File: src/rtl/noise_lane_sched.sv
// Round-robin scheduler sharing one noise generator among NUM_CH lanes; adds the
// granted lane's sym*gain to one noise sample and saturates to signed 8 bits.
module noise_lane_sched #(
  parameter int NUM_CH  = 4,
  parameter int GAIN_W  = 6,
  parameter int TIMEOUT = 16,
  localparam int PW     = (NUM_CH > 1) ? $clog2(NUM_CH) : 1
) (
  input  logic                     clk,
  input  logic                     rst,
  input  logic                     en,
  input  logic [NUM_CH-1:0]        ch_req,
  input  logic [NUM_CH*8-1:0]      ch_sym,
  input  logic [NUM_CH*GAIN_W-1:0] ch_gain,
  output logic [NUM_CH-1:0]        ch_grant,
  output logic                     noise_en,
  input  logic [7:0]               noise_in,
  input  logic                     noise_in_valid,
  output logic [7:0]               out_data,
  output logic                     out_valid,
  output logic [PW-1:0]            out_ch,
  output logic                     out_timeout,
  output logic                     abort,
  output logic                     busy,
  output logic [15:0]              drop_cnt
);

  localparam int PRW = 9 + GAIN_W;
  localparam int CW  = $clog2(TIMEOUT);
  localparam logic signed [PRW-1:0] SAT_HI = PRW'(127);
  localparam logic signed [PRW-1:0] SAT_LO = PRW'(-128);

  localparam logic [1:0] S_IDLE = 2'd0;
  localparam logic [1:0] S_WAIT = 2'd1;
  localparam logic [1:0] S_OUT  = 2'd2;

  logic [1:0]        state;
  logic [PW-1:0]     rr_ptr;
  logic [PW-1:0]     lane;
  logic [7:0]        sym_q;
  logic [GAIN_W-1:0] gain_q;
  logic [CW-1:0]     wait_cnt;
  logic [NUM_CH-1:0] grant_q;
  logic              abort_q;
  logic [7:0]        out_data_q;
  logic [PW-1:0]     out_ch_q;
  logic              timeout_q;
  logic [15:0]       drop_cnt_q;

  logic              pick_found;
  logic [PW-1:0]     pick_idx;
  int                j;

  // First requester at or above rr_ptr, wrapping; works for non-power-of-2 NUM_CH.
  always_comb begin
    pick_found = 1'b0;
    pick_idx   = '0;
    j          = 0;
    for (int i = 0; i < NUM_CH; i++) begin
      j = int'(rr_ptr) + i;
      if (j >= NUM_CH) j = j - NUM_CH;
      if (!pick_found && ch_req[j]) begin
        pick_found = 1'b1;
        pick_idx   = PW'(j);
      end
    end
  end

  logic signed [PRW-1:0] prod;
  logic signed [PRW-1:0] noise_ext;
  logic signed [PRW-1:0] sum_n;

  always_comb begin
    prod      = $signed({{(PRW-8){sym_q[7]}}, sym_q}) *
                $signed({{(PRW-GAIN_W){1'b0}}, gain_q});
    noise_ext = $signed({{(PRW-8){noise_in[7]}}, noise_in});
    sum_n     = prod + noise_ext;
  end

  function automatic logic [7:0] sat8(input logic signed [PRW-1:0] v);
    if (v > SAT_HI)      return 8'h7f;
    else if (v < SAT_LO) return 8'h80;
    else                 return v[7:0];
  endfunction

  always_ff @(posedge clk or posedge rst) begin
    if (rst) begin
      state      <= S_IDLE;
      rr_ptr     <= '0;
      lane       <= '0;
      sym_q      <= '0;
      gain_q     <= '0;
      wait_cnt   <= '0;
      grant_q    <= '0;
      abort_q    <= 1'b0;
      out_data_q <= '0;
      out_ch_q   <= '0;
      timeout_q  <= 1'b0;
      drop_cnt_q <= '0;
    end else begin
      grant_q <= '0;
      abort_q <= 1'b0;
      if (noise_in_valid && state != S_WAIT && drop_cnt_q != 16'hffff)
        drop_cnt_q <= drop_cnt_q + 16'd1;
      case (state)
        S_IDLE: begin
          wait_cnt <= '0;
          if (en && pick_found) begin
            lane    <= pick_idx;
            sym_q   <= ch_sym[8*pick_idx +: 8];
            gain_q  <= ch_gain[GAIN_W*pick_idx +: GAIN_W];
            grant_q <= NUM_CH'(1) << pick_idx;
            state   <= S_WAIT;
          end
        end
        S_WAIT: begin
          wait_cnt <= wait_cnt + 1'b1;
          if (!en) begin
            abort_q <= 1'b1;
            state   <= S_IDLE;
          end else if (noise_in_valid) begin
            out_data_q <= sat8(sum_n);
            out_ch_q   <= lane;
            timeout_q  <= 1'b0;
            state      <= S_OUT;
          end else if (wait_cnt == CW'(TIMEOUT-1)) begin
            out_data_q <= sat8(prod);
            out_ch_q   <= lane;
            timeout_q  <= 1'b1;
            state      <= S_OUT;
          end
        end
        S_OUT: begin
          wait_cnt <= '0;
          rr_ptr   <= (lane == PW'(NUM_CH-1)) ? '0 : lane + 1'b1;
          state    <= S_IDLE;
        end
        default: state <= S_IDLE;
      endcase
    end
  end

  assign ch_grant    = grant_q;
  assign noise_en    = (state == S_WAIT);
  assign busy        = (state != S_IDLE);
  assign out_valid   = (state == S_OUT);
  assign out_timeout = (state == S_OUT) && timeout_q;
  assign out_data    = out_data_q;
  assign out_ch      = out_ch_q;
  assign abort       = abort_q;
  assign drop_cnt    = drop_cnt_q;

endmodule

File: config.mk
export PLATFORM = sky130hd
export DESIGN_NAME = noise_lane_sched
export DESIGN_NICKNAME = d
export VERILOG_FILES = /design/src/rtl/noise_lane_sched.sv
export SDC_FILE = /design/constraint.sdc
export NUM_CORES = 1
export LEC_CHECK = 0
export ABC_AREA = 1
export BUFFER_PORTS_ARGS = -buffer_cell sky130_fd_sc_hd__buf_2
export CORE_ASPECT_RATIO = 1.75
export CORE_MARGIN = 3
export CORE_UTILIZATION = 59
export DETAILED_ROUTE_END_ITERATION = 8
export GPL_TIMING_DRIVEN = 1
export PLACE_DENSITY = 0.92
export SKIP_LAST_GASP = 1
export SLEW_MARGIN = 30
export SYNTH_ARGS = -nofsm -noshare
export SYNTH_HDL_FRONTEND = slang
export SYNTH_SLANG_ARGS = --single-unit
File: constraint.sdc
create_clock -name clk -period 7.3 [get_ports clk]
set_input_delay 0.365 -clock clk [delete_from_list [all_inputs] [get_ports clk]]
set_output_delay 0.365 -clock clk [all_outputs]
set_load 0.02 [all_outputs]
==> results.txt <==
The tree is rooted in a sky130_fd_sc_hd__clkbuf_16. The count of antenna diodes in the layout came out at 0. The first-pass iteration count of the detailed router came out at 5. The die covers 12400 um2. The via count normalized by instance count came out at 5.19. The post-detailed-routing wire length is 15.7 mm. The worst setup skew after layout is 0.0104 ns. The most numerous cell type found on the critical path is sky130_fd_sc_hd__nand2_1. Setup repair after global routing left no endpoint under its margin. The latest clock arrival within the worst-skew pair came out at 0.30 ns. After detailed routing, the number of remaining DRC violations is 0.

The path type of the worst setup path is reg -> reg. In this run the critical register-to-register path is captured at out_data[0]$_DFFE_PP0P_. The relative max-transition margin is 53.7%. The worst setup path is launched from a register. The total clock sinks is 56.

The flow ran to the end, and the final reports show no timing, DRC or antenna violations. The number of nets in the synthesized netlist is 1184. The filler cell count is 945.

Once layout is done, the placed cells without fillers occupy 7250 um2. The capture point of the worst path is out_data[0]$_DFFE_PP0P_. Detailed placement finished with a half-perimeter wire length of 12.9 mm.

The share of final-layout standard cells stronger than drive strength 1 came out at 11.9%. The largest stage delay on the critical path came out at 0.55 ns. Setup violations remaining at the end of the flow were counted as 0. In this run the deepest clock path goes through 2 buffers. The average footprint of a synthesized cell is 6.35 um2. Leaving out fill and tap cells, the most frequent cell in the layout is sky130_fd_sc_hd__nand2_1. Across every metal layer, demand over resource in global routing totals 26.1%. The initial utilization of the core area, before any placement, comes to 60.7%. The final max-slew violation count came to 0. The initial antenna violation count is 0. The worst-margin pin slew came out at 0.695 ns. The mapped netlist covers 6530 um2. The vertical die dimension is 145 um.

The number of distinct library cells after synthesis came out at 37. The count of routing violations after the opening detailed-route iteration came out at 284. The total overflow left after global routing is 0. In this run the worst hold path is classified as in -> async. The standard cell with the maximum stage delay on the critical path is sky130_fd_sc_hd__fa_1. The clock period could shrink to 6.05 ns. The count of nets left with antenna violations once routing finished came out at 0. STA classifies the critical path endpoint as a register. The number of global-route vias before repair is 6348. The area of the core came out at 10800 um2. In this run the cell area measured after placement is 7100 um2. The buffers inserted during post-CTS setup optimization is 0.

Pin placement for this block handled 107 I/O pins. The area of combinational cells with multiple inputs came out at 4260 um2. The top achievable clock speed is 165 MHz. The final-layout setup total negative slack is 0 ns. The global-route wire length before repair came out at 27.0 mm. In this run the worst setup path begins at gain_q[1]$_DFFE_PP0P_. The routed wirelength normalized by instance count is 12.5 um. The sequential fraction of the synthesis area is 21.5%. The register clock-pin slew on the reported worst setup and hold paths is 0.07 ns. The count of placed standard cells including taps came out at 1245. The number of maximum-capacitance constraint violations is 0. After clock tree synthesis, the repair step resized 0 gates. The number of hold-slack violations in the final timing report is 0. The H-tree depth came out at 2. The quantity of hold-fixing buffers added after cts is 0.

The worst hold slack came out at 0.256 ns. For this block, the via count after detailed routing is 6503. The layout overhead on the synthesized area came out at 11.0%. The floorplan has 50 rows. The number of I/O port buffers came out at 106.

The routability-driven placement congestion ratio is 0.949. The worst register-to-register path has a setup slack of 1.25 ns. The top fanout value on the critical path is 9. In the layout the commonest cells are sky130_fd_sc_hd__nand2_1 (451), sky130_fd_sc_hd__inv_1 (190), sky130_fd_sc_hd__buf_2 (106). After synthesis the netlist holds a flip-flop and latch count of 56. The launch instance of the worst register-to-register path is gain_q[1]$_DFFE_PP0P_. The post-synthesis instance total came out at 1028. The pin count of the biggest net entering global routing came out at 57.

For this run, the number of Yosys warnings is 0. The CTS buffer count came out at 5. The number of cells on the worst reg-to-reg path is 31. The worst path arrival time came out at 6.28 ns. The sequential cell area is 1400 um2. TritonCTS built the clock tree. The endpoint required time on the critical path came out at 7.54 ns. Once layout is complete, the cells apart from fillers number 1253. From left edge to right edge, the die measures 85.5 um. The net count of the finished layout came out at 1278.

The share of the clock period used by the worst path is 82.8%.
==> area by class of cell <==
| cell class | count | share of cell area [%] |
|---|---|---|
| Sequential cell | 56 | 19.3 |
| Tap cell | 130 | 2.24 |
| Inverter | 195 | 10.2 |
| Clock inverter | 3 | 0.294 |
| Multi-Input combinational cell | 757 | 58.8 |
| Clock buffer | 5 | 1.73 |
| Timing Repair Buffer | 107 | 7.42 |
==> cell families (layout without fill, tap and decap cells) <==
family	Yosys count	in the layout	synth area share, %
DFF	56	56	21.5
buffers and inverters	215	310	13.2
AOI/OAI and AO/OA	44	44	3.93
and+or+nand+nor	602	602	37.4
xor gates and xnor gates	26	26	3.60
muxes	1	1	0.172
adders and majority gates	84	84	20.2
==> Yosys cell counts (all sizes together) <==
library cell	number	area share [%]
nand3	68	5.2
clkbuf	6	0.34
buf	14	1.6
ha	48	9.2
o21ai	21	2.0
nand4	15	1.4
nand3b	3	0.34
a21boi	1	0.12
clkinv	1	0.077
inv	194	11
a21oi	19	1.5
and3b	1	0.13
xnor2	14	2.0
nor3	8	0.77
mux2	1	0.17
a31oi	1	0.096
nor2	52	3.1
fa	36	11
xor2	12	1.6
nand2	454	26
o21a	1	0.12
dfrtp	56	21
o41ai	1	0.13
nor4	1	0.096
==> per-layer routing <==
metal	wire (um)	up-vias	part of all wire (%)	track usage [%]
li1	-	3290	-	-
met1	5730	2945	37	27.9
met2	8440	211	54	48.5
met3	683	57	4.4	3.01
met4	808	0	5.2	13.3
met5	0	-	0	0
==> worst min-delay path by stage <==
stage                            start                       to  depth (start not counted)
2_1_floorplan  wait_cnt[3]$_DFFE_PP0P_  wait_cnt[3]$_DFFE_PP0P_                          1
3_3_place_gp     out_ch[1]$_DFFE_PP0P_    out_ch[1]$_DFFE_PP0P_                          2
3_5_place_dp   out_data[1]$_DFFE_PP0P_  out_data[1]$_DFFE_PP0P_                          2
4_1_cts                             en          abort$_DFF_PP0_                          2
5_1_grt                             en          abort$_DFF_PP0_                          2
6_report                           rst    ch_grant[0]$_DFF_PP0_                          3
==> per-stage QoR <==
step / util, % / worst slack (ns)
6_report: 67.3 / 1.25
5_1_grt: 67.3 / 0.682
4_1_cts: 67.3 / 1.29
3_5_place_dp: 66.0 / 1.37
3_3_place_gp: 66.0 / 1.61
2_1_floorplan: - / 1.87
==> worst max-delay path: cells and delay by family, from the launching register on <==
kind	cells	cell delay, ns
compound gates	1	0.35
simple gates	17	1.83
flops	1	0.49
fa+ha+maj	6	2.81
buf+inv	7	0.53
==> registers in the layout, indices dropped and copies added (netlist names) <==
name,flops
abort,1
sym_q,8
wait_cnt,4
ch_grant,4
lane,2
drop_cnt,16
rr_ptr,2
out_ch,2
out_data,8
gain_q,6
state,2
timeout_q,1
Power is not shown: default switching activity piles up to over one toggle a cycle in this logic, so the estimate is an artifact.
